## src/rtl/asic_latch_ram_pkg.sv

```systemverilog
// Shared types for the latch-RAM write scheduler and its arbiter.
package asic_latch_ram_pkg;

    typedef enum logic {
        WS_INIT = 1'b0,
        WS_RUN  = 1'b1
    } write_sched_state_t;

    // Index width for an N-way selection; a 1-way selection still carries a 1-bit index.
    function automatic int idx_width(input int n);
        return (n > 1) ? $clog2(n) : 1;
    endfunction

endpackage

```

## src/rtl/std_rr_arbiter.sv

```systemverilog
// Round-robin arbiter: first valid requester at or above the pointer, with wrap.
// Purely combinational; the caller owns and advances the pointer.
module std_rr_arbiter
    import asic_latch_ram_pkg::*;
#(
    parameter  int NUM_REQ = 4,
    localparam int IW      = idx_width(NUM_REQ)
) (
    input  logic [NUM_REQ-1:0] valid,
    input  logic [IW-1:0]      pointer,
    output logic [NUM_REQ-1:0] grant,
    output logic [IW-1:0]      grant_idx,
    output logic               grant_vld
);

    logic [NUM_REQ-1:0] w_rot;
    logic [IW-1:0]      w_off;
    logic [IW:0]        w_sum;

    // Bit k of the rotated vector is requester (pointer + k) mod NUM_REQ.
    assign w_rot = NUM_REQ'({valid, valid} >> pointer);

    always_comb begin
        w_off     = '0;
        grant_vld = 1'b0;
        for (int k = NUM_REQ - 1; k >= 0; k--) begin
            if (w_rot[k]) begin
                grant_vld = 1'b1;
                w_off     = IW'(k);
            end
        end
    end

    always_comb begin
        w_sum = {1'b0, pointer} + {1'b0, w_off};
        if (w_sum >= (IW + 1)'(NUM_REQ)) begin
            grant_idx = IW'(w_sum - (IW + 1)'(NUM_REQ));
        end else begin
            grant_idx = w_sum[IW-1:0];
        end
    end

    always_comb begin
        grant = '0;
        for (int i = 0; i < NUM_REQ; i++) begin
            grant[i] = grant_vld && (grant_idx == IW'(i));
        end
    end

endmodule

```

## src/rtl/asic_latch_ram_write_sched.sv

```systemverilog
// Owns the latch-RAM write port: init sweep after reset/clear, then round-robin writer grants.
// One registered write per cycle; req_ready is combinational and only asserted in RUN without clear.
module asic_latch_ram_write_sched
    import asic_latch_ram_pkg::*;
#(
    parameter int                    DATA_WIDTH = 32,
    parameter int                    ADDR_WIDTH = 5,
    parameter int                    NUM_REQ    = 4,
    parameter logic [DATA_WIDTH-1:0] INIT_VALUE = '0
) (
    input  logic                                  clk,
    input  logic                                  rst,
    input  logic                                  clear,
    input  logic [NUM_REQ-1:0]                    req_valid,
    input  logic [NUM_REQ-1:0][ADDR_WIDTH-1:0]    req_addr,
    input  logic [NUM_REQ-1:0][DATA_WIDTH-1:0]    req_data,
    output logic [NUM_REQ-1:0]                    req_ready,
    output logic                                  init_done,
    output logic                                  write_enable,
    output logic [ADDR_WIDTH-1:0]                 write_addr,
    output logic [DATA_WIDTH-1:0]                 write_data_in
);

    localparam int                IW        = idx_width(NUM_REQ);
    localparam logic [ADDR_WIDTH:0] LAST_ADDR = (ADDR_WIDTH + 1)'((1 << ADDR_WIDTH) - 1);

    write_sched_state_t    r_state;
    logic [ADDR_WIDTH:0]   r_ctr;
    logic [IW-1:0]         r_ptr;
    logic                  r_init_done;
    logic                  r_we;
    logic [ADDR_WIDTH-1:0] r_waddr;
    logic [DATA_WIDTH-1:0] r_wdata;

    logic [NUM_REQ-1:0]    w_grant;
    logic [IW-1:0]         w_grant_idx;
    logic                  w_grant_vld;
    logic                  w_accept;
    logic [IW-1:0]         w_ptr_nxt;

    std_rr_arbiter #(
        .NUM_REQ (NUM_REQ)
    ) u_arb (
        .valid     (req_valid),
        .pointer   (r_ptr),
        .grant     (w_grant),
        .grant_idx (w_grant_idx),
        .grant_vld (w_grant_vld)
    );

    // A clear cycle grants nothing so no writer believes its write survived the re-init.
    assign w_accept  = (r_state == WS_RUN) && !clear && w_grant_vld;
    assign req_ready = w_accept ? w_grant : '0;
    assign w_ptr_nxt = (w_grant_idx == IW'(NUM_REQ - 1)) ? '0 : w_grant_idx + IW'(1);

    always_ff @(posedge clk or negedge rst) begin
        if (!rst) begin
            r_state     <= WS_INIT;
            r_ctr       <= '0;
            r_ptr       <= '0;
            r_init_done <= 1'b0;
            r_we        <= 1'b0;
            r_waddr     <= '0;
            r_wdata     <= '0;
        end else if (clear) begin
            r_state     <= WS_INIT;
            r_ctr       <= '0;
            r_init_done <= 1'b0;
            r_we        <= 1'b0;
        end else begin
            case (r_state)
                WS_INIT: begin
                    r_we    <= 1'b1;
                    r_waddr <= r_ctr[ADDR_WIDTH-1:0];
                    r_wdata <= INIT_VALUE;
                    r_ctr   <= r_ctr + (ADDR_WIDTH + 1)'(1);
                    if (r_ctr == LAST_ADDR) begin
                        r_state     <= WS_RUN;
                        r_init_done <= 1'b1;
                    end
                end
                WS_RUN: begin
                    r_we <= w_accept;
                    if (w_accept) begin
                        r_waddr <= req_addr[w_grant_idx];
                        r_wdata <= req_data[w_grant_idx];
                        r_ptr   <= w_ptr_nxt;
                    end
                end
                default: begin
                    r_state <= WS_INIT;
                end
            endcase
        end
    end

    assign init_done     = r_init_done;
    assign write_enable  = r_we;
    assign write_addr    = r_waddr;
    assign write_data_in = r_wdata;

    a_ready_onehot: assert property (@(posedge clk) disable iff (!rst) $onehot0(req_ready));
    a_ready_in_run: assert property (@(posedge clk) disable iff (!rst)
                                     (req_ready != '0) |-> (r_state == WS_RUN));

endmodule

```

## config.mk

```make
export PLATFORM = sky130hd
export DESIGN_NAME = asic_latch_ram_write_sched
export DESIGN_NICKNAME = d
export VERILOG_FILES = /design/src/rtl/asic_latch_ram_pkg.sv /design/src/rtl/std_rr_arbiter.sv /design/src/rtl/asic_latch_ram_write_sched.sv
export SDC_FILE = /design/constraint.sdc
export NUM_CORES = 1
export LEC_CHECK = 0
export ABC_AREA = 1
export BUFFER_PORTS_ARGS = -buffer_cell sky130_fd_sc_hd__buf_2
export CAP_MARGIN = 5
export CORE_ASPECT_RATIO = 1.4
export CORE_MARGIN = 3
export CORE_UTILIZATION = 31
export DETAILED_ROUTE_END_ITERATION = 7
export GPL_ROUTABILITY_DRIVEN = 0
export PLACE_DENSITY = 0.58
export SYNTH_ARGS = -nofsm -noshare
export SYNTH_HDL_FRONTEND = slang
export SYNTH_SLANG_ARGS = --single-unit
```

## constraint.sdc

```tcl
create_clock -name clk -period 3.7 [get_ports clk]
set_clock_uncertainty 0.15 [all_clocks]
set_input_delay 0.185 -clock clk [delete_from_list [all_inputs] [get_ports clk]]
set_output_delay 0.185 -clock clk [all_outputs]
set_load 0.01 [all_outputs]
```

Word-level counts from Yosys, hierarchy flattened
Cells that the tools add are included.

word-level totals
  flip-flop bits (word level) = 48
  input port bits = 155
  logic and storage cells = 63
  output and inout port bits = 43

cells by class
  reduce and logical (&&, ||, !) cells = 12
  bitwise logic cells = 2
  eq/ne operators = 6
  $add $sub $neg = 4
  $lt $le $gt $ge = 2
  muxes and demuxes = 29
  shifts and indexed selects = 1

operator list
  kind                                                                      number
  32-bit binary-select mux with 2-bit select                                1
  32-bit 2-to-1 mux                                                         2
  32-bit case mux with 2 select lines                                       1
  2-bit 2-to-1 mux                                                          6
  6-bit 2-to-1 mux                                                          2
  1-bit 2-to-1 mux                                                          11
  5-bit binary-select mux with 2-bit select                                 1
  5-bit 2-to-1 mux                                                          2
  5-bit case mux with 2 select lines                                        1
  8-bit by 2-bit right shift with 4-bit output                              1
  6-bit by 1-bit adder with 6-bit output (second input constant)            1
  6-bit by 5-bit equality test with 1-bit output (second input constant)    1
  1-bit logical AND                                                         6
  2-bit equality test (second input constant)                               2
  4-bit 2-to-1 mux                                                          1
  2-bit AND reduction                                                       2
  2-bit by 2-bit adder with 3-bit output                                    1
  3-bit >= comparator (second input constant)                               1
  2-bit by 3-bit < comparator with 1-bit output (second input constant)     1
  3-bit AND reduction                                                       1
  2-bit by 1-bit adder with 2-bit output (second input constant)            1
  2-bit by 1-bit equality test with 1-bit output (second input constant)    1
  2-bit logical NOT                                                         1
  2-bit by 1-bit inequality test with 1-bit output (second input constant)  1
  6 further kinds                                                           7

Depth between registers and ports, before layout
  depth in word-level cells = 12
  mapped depth = 16
  gate-level depth less buffers = 15

Hierarchy
Synthesis repeated with hierarchy kept, for this count alone.

unflattened totals
  cells, all modules = 537
  area, all modules = 3,363.2 sq um

modules (own cells, without submodules)
  module                      cells each  times used  area each (sq um)  sequential area each (sq um)
  asic_latch_ram_write_sched  494         1           3,145.5            1,201.2
  std_rr_arbiter              43          1           217.7              0.0

Worst setup path after synthesis
No wires, ideal clock.

  path kind = register to register
  start = reg r_ptr[0]
  end = reg r_ptr[1]
  data arrival time = 2,254 ps
  data required time = 3,424 ps
  stages on the path, launching flop included = 16
  slack = 1,170 ps
  buffers on the path = 1
  period minus slack after synthesis = 2,530 ps
  library setup time = 126 ps
  path through = dfrtp_1 inv_2 nand2_1 nand3_1 nand2_2 nand3_1 a21boi_0 ha_1 xor2_2 inv_1 nand3_4 nand2_8 buf_6 ha_1 nand2_1 o21ai_0

between the ends
  cells in the longest elaborated chain, start to end = 10
  elaborated cells on any way between the ends = 18
  those cells by class = add/sub: 3; order compare: 1; eq/ne: 1; shift: 1; mux: 10; reduce/logical: 2

RTL lines
  element                                                                             RTL line                                    RTL
  start, declared                                                                     asic_latch_ram_write_sched.sv:29            logic [IW-1:0] r_ptr;
  start signal, assigned                                                              asic_latch_ram_write_sched.sv:87            r_ptr <= w_ptr_nxt;
  8-bit by 2-bit right shift with 4-bit output                                        std_rr_arbiter.sv:21                        assign w_rot = NUM_REQ'({valid, valid} >> pointer);
  2-bit 2-to-1 mux (4 in a row)                                                       std_rr_arbiter.sv:27                        if (w_rot[k]) begin
  2-bit by 2-bit adder with 3-bit output *                                            std_rr_arbiter.sv:35                        w_sum = {1'b0, pointer} + {1'b0, w_off};
  3-bit >= comparator or 2-bit by 1-bit subtractor with 2-bit output (tied branches)  std_rr_arbiter.sv:36, std_rr_arbiter.sv:37
  2-bit 2-to-1 mux *                                                                  std_rr_arbiter.sv:36                        if (w_sum >= (IW + 1)'(NUM_REQ)) begin
  2-bit by 1-bit adder with 2-bit output or 2-bit equality test (tied branches)       asic_latch_ram_write_sched.sv:54            assign w_ptr_nxt = (w_grant_idx == IW'(NUM_REQ - 1)) ? '0 : w_grant_idx + IW'(1);
  2-bit 2-to-1 mux *                                                                  asic_latch_ram_write_sched.sv:54
  net w_ptr_nxt[1]                                                                    asic_latch_ram_write_sched.sv:39            logic [IW-1:0] w_ptr_nxt;

The timed path passes the listed nets; every way through them passes the cells marked *.
A chain may end at the register's enable or synchronous reset.

Worst setup path in the final report
  start = reg r_ptr[0]
  end = out req_ready[2]

between the ends
  cells in the longest elaborated chain, start to end = 11
  elaborated cells on any way between the ends = 17
  those cells by class = add/sub: 2; order compare: 1; eq/ne: 1; shift: 1; mux: 10; reduce/logical: 2

RTL lines
  element                                                                             RTL line                                    RTL
  8-bit by 2-bit right shift with 4-bit output                                        std_rr_arbiter.sv:21
  2-bit 2-to-1 mux (4 in a row)                                                       std_rr_arbiter.sv:27
  2-bit by 2-bit adder with 3-bit output                                              std_rr_arbiter.sv:35
  3-bit >= comparator or 2-bit by 1-bit subtractor with 2-bit output (tied branches)  std_rr_arbiter.sv:36, std_rr_arbiter.sv:37
  2-bit 2-to-1 mux                                                                    std_rr_arbiter.sv:36
  2-bit equality test                                                                 std_rr_arbiter.sv:46                        grant[i] = grant_vld && (grant_idx == IW'(i));
  1-bit logical AND                                                                   std_rr_arbiter.sv:46
  4-bit 2-to-1 mux *                                                                  asic_latch_ram_write_sched.sv:53            assign req_ready = w_accept ? w_grant : '0;
  end, declared                                                                       asic_latch_ram_write_sched.sv:17            output logic [NUM_REQ-1:0] req_ready,

Mark *: on every way between the ends. The rest lies on a longest branch, timed or not.

==> summary.md <==
| Metric | Value |
|---|---|
| Max Root-Sink Buffers | 2 |
| Grt ovf | 0 |
| Share of cells above drive strength 1 | about 39% |
| Buffers on Ports | 197 |
| # DRC | 0 |
| Drt first pass iters | 4 |
| WP data required | ~3.4 ns |
| Crit. End Element | primary output |
| Switching power total | about 1300 µW |
| Hold Violations, Final | 0 |
| Starting Density | a little under a third |
| Ports | 198 |
| Pwr per Cell Area | 598 nW/µm² |
| Post-DR vias/cell | approximately 4.7 |
| Post-Syn Instances | approximately 480 |
| Synth unique cells | 30 |
| Register area share after synthesis | 34.7% |
| Part of the power in registers | about a fifth |
| Synthesis Warnings | 0 |
| # placed instances | 797 |
| CP startpoint kind | register |
| Cell Count, Final, Fillers Out | between 800 and 900 |
| Comb pwr share | a little under three fifths |
| Initial antenna violation count | 2 |
| Sw Ratio | between 40% and 50% |
| CTS Root Cell | clkbuf_16 |
| Max Clock Freq | slightly below 0.3 GHz |
| Leakage | around 0.0026 µW |
| Slew margin rel. | around three fifths |
| Num CTS Buffers | 5 |
| Syn nets | between 600 and 700 |
| Worst Max-Slew Pin Slew | roughly 0.62 ns |
| CTS H-Tree Depth | 2 |
| Placeable Area | roughly 11000 µm² |
| #FFs+latches synth | between 40 and 50 |
| R2r startpoint | r_ptr[0] |
| Number of fill cells | between 1000 and 1500 |
| Row Count | 45 |
| Post-Syn Area per Cell | between 7 and 8 µm² |
| Vias in the first global route | ~3700 |
| Final WL | 11400 µm |
| Mapped Area | about 3500 µm² |
| Worst R2R End | write_data_in[26] |
| Post-CTS Setup Bufs | 0 |
| Hold EP | write_data_in[30] |
| # setup viols final | 0 |
| Outcome | complete, no violations |
| CTS tree | yes |
| Reg2Reg Depth | 15 |
| Tmin final | ~3.4 ns |
| Hold Path Class | primary input to register |
| Max-slew violation count | 0 |
| Critical path data arrival time | just over 3 ns |
| Maximum capacitance violations | 0 |
| Cell depth of the worst min-delay path | 5 |
| Clock Latency Late Sink | between 0.2 and 0.3 ns |
| Peak supply drop | 0.381 mV |
| Fin crit share | just over 90% |
| Gr usage total | 18.0% |
| Die X | around 95 µm |
| Die height | approximately 130 µm |
| Vias post-DR | 3810 |
| Largest net degree at the start of global routing | 49 |
| First-pass GRT wire length | 17500 µm |
| Sink Count | 48 |
| Crit Path Max Fanout | 41 |
| Post-route total power | ~2800 µW |
| Final setup TNS | 0 ns |
| CTS clk-pin slew, worst paths | around 0.06 ns |
| Crit Path Category | register to primary output |
| Starting DRT DRC Count | about 150 |
| Min-delay src | req_data[30] |
| Nets | approximately 820 |
| Area grow syn2layout | 36.4% |
| R2r setup slk | about 0.57 ns |
| Clock power frac | 23.4% |
| Internal power | around 1600 µW |
| WL/cell | approximately 14 µm |
| RSZ-0062 raised after global routing | no |
| Post-CTS resize count | 0 |
| ANT nets after route | 0 |
| Post-DP HPWL | between 8000 and 9000 µm |
| DIE AREA | 12500 µm² |
| Antenna cell count | 0 |
==> state kept, by name (all words and copies together), names as in the netlist <==
register,cells
init_done,1
r_ctr,6
r_ptr,2
r_state,1
write_addr,5
write_data_in,32
write_enable,1
==> synth_stat cells (all sizes together) <==
cell | number | area, µm²
mux2i | 19 | 190
inv | 16 | 67.6
nor2 | 107 | 425
xor2 | 1 | 16.3
a21boi | 1 | 7.51
nor4 | 1 | 6.26
o21ai | 53 | 340
nand2 | 122 | 532
a21oi | 23 | 115
nand3 | 55 | 288
dfrtp | 48 | 1200
nor3 | 5 | 25.0
ha | 4 | 50.1
clkbuf | 12 | 45.0
buf | 16 | 148
==> timing repair <==
item | in CTS | in global routing
hold endpoints to repair | 49 | 0
setup endpoints to repair | 0 | 0
hold buffers | 2 | 0
==> per-stage QoR <==
step	hold slack (ns)	cell area, µm²	utilization, %	setup WS (ns)
finish	0.0591	4720	43.4	0.270
global route	0.0862	4720	43.4	0.0207
CTS	0.0479	4720	43.4	0.218
detailed placement	0.178	4480	41.2	0.544
global placement	0.183	4480	41.2	0.684
floorplan	-0.261	3460	-	1.17
==> placed cells by master, fill, tap and decap left out, types with 2 or more instances in the layout <==
cell type / netlist / routed
o21ai_1: 5 / 5
nor3_1: 5 / 5
nor2_1: 105 / 105
inv_1: 10 / 9
bufinv_16: 0 / 3
a21oi_1: 23 / 23
nand2_1: 106 / 106
dlygate4sd3_1: 0 / 2
nand3_1: 54 / 54
buf_4: 2 / 3
nand2_2: 11 / 11
o21ai_0: 28 / 28
dfrtp_1: 48 / 48
nand2_4: 4 / 4
inv_2: 4 / 5
o21ai_2: 20 / 20
clkbuf_16: 0 / 5
mux2i_1: 19 / 19
ha_1: 4 / 3
buf_2: 4 / 197
==> kinds of logic (layout without fill, tap and decap cells) <==
group	count (synthesis)	count (layout)	share of synthesized area (%)
adder cells (fa/ha/maj)	4	4	1.45
buffers and inverters	44	227	7.53
flip-flops	48	48	34.7
XOR/XNOR	1	1	0.471
AND/OR/NAND/NOR	290	290	36.9
multiplexers	19	19	5.50
AO/OA/AOI/OAI	77	77	13.4
==> area by class of cell <==
| class | count | area [µm²] | share of cell area (%) |
|---|---|---|---|
| Tap cell | 141 | 176 | 3.74 |
| Sequential cell | 48 | 1200 | 25.5 |
| Timing Repair Buffer | 203 | 1050 | 22.2 |
| Multi-Input combinational cell | 391 | 2010 | 42.6 |
| Inverter | 16 | 67.6 | 1.43 |
| Clock inverter | 3 | 90.1 | 1.91 |
| Clock buffer | 5 | 125 | 2.65 |
==> worst max-delay path by stage <==
stage / startpoint / to / slack, ns
after floorplan: r_ptr[0] / r_ptr[1] / 1.17
after global placement: r_ptr[0] / req_ready[2] / 0.68
after detailed placement: r_ptr[0] / write_data_in[26] / 0.54
after CTS: r_ptr[0] / req_ready[2] / 0.22
after global routing: r_ptr[0] / req_ready[2] / 0.02
final: r_ptr[0] / req_ready[2] / 0.27
==> worst max-delay path, cell delays in order, from the launching register on <==
cell      delay [ns]
dfrtp_1         0.51
inv_2           0.10
nand2_1         0.10
nand3_1         0.09
nand2_2         0.11
nand3_1         0.08
a21boi_0        0.39
ha_4            0.21
xor2_2          0.20
inv_1           0.10
nand3_4         0.15
nand2_8         0.20
inv_6           0.34
nor3_1          0.07
buf_2           0.15
==> power groups by stage <==
stage / clock, µW / sequential (µW) / combinational, µW
2_1_floorplan: 0 / 566 / 1340
3_3_place_gp: 0 / 566 / 1600
4_1_cts: 679 / 557 / 1630
3_5_place_dp: 0 / 567 / 1620
6_report: 660 / 557 / 1600
5_1_grt: 697 / 559 / 1800
==> layer usage <==
metal	GRT usage [%]	part of all wire, %
met3	4.07	6.3
met2	32.8	52
met5	0	0.12
met1	20.4	40
met4	5.86	2.0
No activity file was read; power rests on OpenSTA's default activity.
